$ cat config.mk
export PLATFORM = sky130hd
export DESIGN_NAME = ysyx_22040088_mem_arbiter
export DESIGN_NICKNAME = d
export VERILOG_FILES = /design/src/rtl/ysyx_22040088_mem_arbiter.sv
export SDC_FILE = /design/constraint.sdc
export NUM_CORES = 1
export LEC_CHECK = 0
export ABC_AREA = 1
export ABC_CLOCK_PERIOD_IN_PS = 6900
export CAP_MARGIN = 5
export CORE_AREA = 2 2 174 176
export CTS_CLUSTER_DIAMETER = 40
export DETAILED_ROUTE_END_ITERATION = 7
export DIE_AREA = 0 0 176 178
export GPL_TIMING_DRIVEN = 0
export HOLD_SLACK_MARGIN = 0.02
export SYNTH_ARGS = -nofsm -noshare
export SYNTH_HDL_FRONTEND = slang
export SYNTH_SLANG_ARGS = --single-unit
$ cat constraint.sdc
create_clock -name clk -period 6.9 [get_ports clk]
set_input_delay 1.725 -clock clk [delete_from_list [all_inputs] [get_ports clk]]
set_output_delay 1.725 -clock clk [all_outputs]
set_load 0.02 [all_outputs]
$ cat src/rtl/ysyx_22040088_mem_arbiter.sv
// Shared memory-port arbiter between instruction fetch (read-only) and load/store.
// One transaction in flight; request fields are registered when a request is accepted.
module ysyx_22040088_mem_arbiter #(
    parameter int AW       = 32,
    parameter int DW       = 64,
    parameter int LSU_PRIO = 1
) (
    input  logic              clk,
    input  logic              rst,

    input  logic              ifu_req_valid,
    output logic              ifu_req_ready,
    input  logic [AW-1:0]     ifu_addr,
    output logic              ifu_rsp_valid,
    input  logic              ifu_rsp_ready,
    output logic [DW-1:0]     ifu_rdata,

    input  logic              lsu_req_valid,
    output logic              lsu_req_ready,
    input  logic [AW-1:0]     lsu_addr,
    input  logic              lsu_wen,
    input  logic [DW-1:0]     lsu_wdata,
    input  logic [DW/8-1:0]   lsu_wmask,
    output logic              lsu_rsp_valid,
    input  logic              lsu_rsp_ready,
    output logic [DW-1:0]     lsu_rdata,

    output logic              mem_req_valid,
    input  logic              mem_req_ready,
    output logic [AW-1:0]     mem_addr,
    output logic              mem_wen,
    output logic [DW-1:0]     mem_wdata,
    output logic [DW/8-1:0]   mem_wmask,
    input  logic              mem_rsp_valid,
    output logic              mem_rsp_ready,
    input  logic [DW-1:0]     mem_rdata,

    output logic              grant_lsu
);
    localparam int MW = DW / 8;

    typedef enum logic [1:0] {
        S_IDLE = 2'd0,
        S_REQ  = 2'd1,
        S_WAIT = 2'd2,
        S_RESP = 2'd3
    } state_t;

    state_t          state_q, state_d;
    logic            grant_lsu_q, grant_lsu_d;
    logic            last_lsu_q, last_lsu_d;
    logic [AW-1:0]   addr_q, addr_d;
    logic            wen_q, wen_d;
    logic [DW-1:0]   wdata_q, wdata_d;
    logic [MW-1:0]   wmask_q, wmask_d;
    logic [DW-1:0]   rdata_q, rdata_d;

    logic            pick_lsu;
    logic            pick_ifu;
    logic            idle_open;
    logic            owner_rsp_ready;

    // Tie-break: fixed LSU priority, or whichever side was not granted last.
    always_comb begin
        pick_lsu = lsu_req_valid && (!ifu_req_valid || (LSU_PRIO != 0) || !last_lsu_q);
        pick_ifu = ifu_req_valid && !pick_lsu;
    end

    // Readiness is also held low while reset is asserted.
    assign idle_open       = (state_q == S_IDLE) && !rst;
    assign owner_rsp_ready = grant_lsu_q ? lsu_rsp_ready : ifu_rsp_ready;

    always_comb begin
        state_d     = state_q;
        grant_lsu_d = grant_lsu_q;
        last_lsu_d  = last_lsu_q;
        addr_d      = addr_q;
        wen_d       = wen_q;
        wdata_d     = wdata_q;
        wmask_d     = wmask_q;
        rdata_d     = rdata_q;

        case (state_q)
            S_IDLE: begin
                if (idle_open && pick_lsu) begin
                    addr_d      = lsu_addr;
                    wen_d       = lsu_wen;
                    wdata_d     = lsu_wdata;
                    wmask_d     = lsu_wmask;
                    grant_lsu_d = 1'b1;
                    last_lsu_d  = 1'b1;
                    state_d     = S_REQ;
                end else if (idle_open && pick_ifu) begin
                    addr_d      = ifu_addr;
                    wen_d       = 1'b0;
                    wdata_d     = '0;
                    wmask_d     = '0;
                    grant_lsu_d = 1'b0;
                    last_lsu_d  = 1'b0;
                    state_d     = S_REQ;
                end
            end
            S_REQ: begin
                if (mem_req_ready) begin
                    state_d = S_WAIT;
                end
            end
            S_WAIT: begin
                if (mem_rsp_valid) begin
                    rdata_d = mem_rdata;
                    state_d = S_RESP;
                end
            end
            S_RESP: begin
                if (owner_rsp_ready) begin
                    state_d = S_IDLE;
                end
            end
            default: state_d = S_IDLE;
        endcase
    end

    always_ff @(posedge clk or posedge rst) begin
        if (rst) begin
            state_q     <= S_IDLE;
            grant_lsu_q <= 1'b0;
            last_lsu_q  <= 1'b0;
            addr_q      <= '0;
            wen_q       <= 1'b0;
            wdata_q     <= '0;
            wmask_q     <= '0;
            rdata_q     <= '0;
        end else begin
            state_q     <= state_d;
            grant_lsu_q <= grant_lsu_d;
            last_lsu_q  <= last_lsu_d;
            addr_q      <= addr_d;
            wen_q       <= wen_d;
            wdata_q     <= wdata_d;
            wmask_q     <= wmask_d;
            rdata_q     <= rdata_d;
        end
    end

    assign ifu_req_ready = idle_open && pick_ifu;
    assign lsu_req_ready = idle_open && pick_lsu;

    assign mem_req_valid = (state_q == S_REQ);
    assign mem_rsp_ready = (state_q == S_WAIT);
    assign mem_addr      = addr_q;
    assign mem_wen       = wen_q;
    assign mem_wdata     = wdata_q;
    assign mem_wmask     = wmask_q;

    assign ifu_rsp_valid = (state_q == S_RESP) && !grant_lsu_q;
    assign lsu_rsp_valid = (state_q == S_RESP) &&  grant_lsu_q;
    assign ifu_rdata     = grant_lsu_q ? '0 : rdata_q;
    assign lsu_rdata     = grant_lsu_q ? rdata_q : '0;

    assign grant_lsu     = grant_lsu_q;

endmodule

==> results.toml <==
[status]
outcome = "finished, final reports clean"

[placement]
dpl_cell_area_sq_um = 12700
globalplace.congestion = 0.833
portBuffers = 448
dpl.hpwl_mm = 22.9

[final_layout]
layout_commonest_cell = "clkdlybuf4s50_1"
design_area_sq_um = 13300
layout_common_cells = "448 x clkdlybuf4s50_1, 268 x nand2_1, 172 x dfrtp_1, 138 x inv_1, 132 x nor2_1"
fill_cells = 2872
finalNetCount = 1604
syn_to_final_growth_pct = 72.9
drive_gt1_share_pct = 5.27

[global_routing]
overflow = 0
grt_pass1_vias = 7729
antenna_found_initial = 4
grt_max_degree = 119
gr-usage-all-layers_pct = 18.5
grt_first_pass_wirelength_mm = 44.2

[critical_path]
crit_family = "buffers and inverters"
worst_path_largest_cell_delay_ps = 660
worst-setup-path-type = "in2out"
critPathCaptureType = "primary output"
cp_common_cell = "clkdlybuf4s50_1"
path_buf_inv = 4
path_cells = "clkdlybuf4s50_1 -> nor2_2 -> nand2_2 -> inv_2 -> buf_2 -> clkdlybuf4s50_1"
cp_data_arrival_time_ps = 3740
crit_fanout = 10
required_ps = 5180
start_kind = "primary input"
slowest_stage = "clkdlybuf4s50_1"

[timing]
hold_violations = 0
rsz0062_at_grt = "false"
finalCritPeriodShare_pct = 79.2
finClkSkew_ps = 12.1
setup_viol = 0
layout_min_cycle_time_ps = 5460
slew_violations = 0
timing.slew.headroom_pct = 59.0
tightest_slew_ps = 615
max_freq_mhz = 183
holdWs_ps = 477

[yosys]
ys_async_sr_fraction_pct = 100
ys_seq_area_share_pct = 55.9
synth_cells = 922
synth_warnings = 0
syn-cell-area_sq_um = 7700
syn_avg_cell_area_sq_um = 8.36
synthFlopType = "dfrtp_1"
ys_seq_elements = 172
synth_cell_types = 20
syn-num-nets = 1136
synth_edf_count = 0

[clocking]
postCtsSetupBuffers = 0
cts_buffers = 17
cts_tree = "yes"
clock_latency_ps = 430
clock_path_buffers = 2
cts.sinks = 172
clockRootBuffer = "clkbuf_16"
hold_buffers = 0
htreeDepth = 4
cts-resized-gates = 0
clkTransAtPathRegs_ps = 70

[floorplan]
die_x_um = 176
dieArea_sq_um = 31300
ioPinCount = 449
core.rowCount = 63
fp.dieH_um = 178
coreArea_sq_um = 29400
initial_utilization_pct = 26.2

[detailed_routing]
routed_wl_mm = 29.5
first_pass_iters = 4
via_count = 7746
avgRoutedWirePerCell_um = 16.4
ant_nets = 0
viasPerCell = 4.32
drtIter0Drc = 306
drc = 0

[hold_path]
hp-class = "reg2reg"

[pwr]
p_leak_nw = 6.64
p_per_area_nw_per_um2 = 488
ir_worst_vdd_mv = 0.185

[job]
drv_cap = 0
area by class of cell:
type	instances	area (sq um)	area share [%]
Buffer	57	284	2.13
Sequential cell	172	4300	32.3
Multi-Input combinational cell	553	2590	19.4
Timing Repair Buffer	449	4510	33.9
Tap cell	390	488	3.66
Antenna cell	1	2.50	0.0188
Inverter	140	533	4.00
Clock buffer	17	425	3.19
Clock inverter	15	178	1.33
logic make-up (layout without fill, tap and decap cells):
logic type	after synthesis	after routing	synth area share, %
AO/OA/AOI/OAI	138	138	12.6
buffers and inverters	197	678	10.5
adder cells (fa/ha/maj)	5	5	0.812
AND/OR/NAND/NOR	410	410	20.2
other	0	1	0
flip-flops	172	172	55.9
cell usage after synthesis (all sizes together), types with 5 or more instances:
| cell type | number | area (sq um) |
|---|---|---|
| nand2 | 269 | 1010 |
| dfrtp | 172 | 4300 |
| inv | 140 | 526 |
| nor2 | 133 | 502 |
| a22o | 73 | 639 |
| a21oi | 64 | 320 |
| buf | 37 | 209 |
| clkbuf | 20 | 75.1 |
| ha | 5 | 62.6 |
| nand3 | 5 | 25.0 |
metrics by stage:
step	util [%]	total power [mW]	std cells	setup WS, ps	setup TNS (ps)
floorplan	-	3.62	922	515	0
global placement	43.1	5.55	1760	-2390	-408760
detailed placement	43.2	5.58	1761	1380	0
CTS	45.3	6.58	1793	1370	0
global route	45.3	6.92	1793	1230	0
finish	45.3	6.50	1794	1440	0
state kept, by name, indices dropped and copies added (netlist names):
| register | cells |
|---|---|
| grant_lsu | 1 |
| mem_addr | 32 |
| mem_wdata | 64 |
| mem_wen | 1 |
| mem_wmask | 8 |
| rdata_q | 64 |
| state_q | 2 |
final timing paths:
check | slack, ps | depth (start not counted) | from | end
max | 1440 | 6 | rst | lsu_req_ready
min | 480 | 2 | mem_addr[8] | mem_addr[8]
max reg2reg | 4920 | 6 | state_q[0] | rdata_q[41]
min reg2reg | 480 | 2 | mem_addr[8] | mem_addr[8]
max in group asynchronous | 4220 | 3 | rst | rdata_q[33]
min in group asynchronous | 1760 | 2 | rst | mem_addr[13]
metal layers:
| metal | track usage, % | share of wire (%) |
|---|---|---|
| met1 | 21.8 | 40 |
| met2 | 32.3 | 49 |
| met3 | 5.80 | 8.5 |
| met4 | 5.34 | 2.2 |
| met5 | 0 | 0 |
tightest hold or removal path: stages, from the launching register on:
cell and delay [ps]:
dfrtp_1 340, nand2_1 50, nand2_1 50
report_power, final:
part	switching, mW	internal (mW)
Combinational	2.10	1.75
Sequential	0.235	1.44
Clock	0.493	0.491
Power figures use the tool's default switching activity.
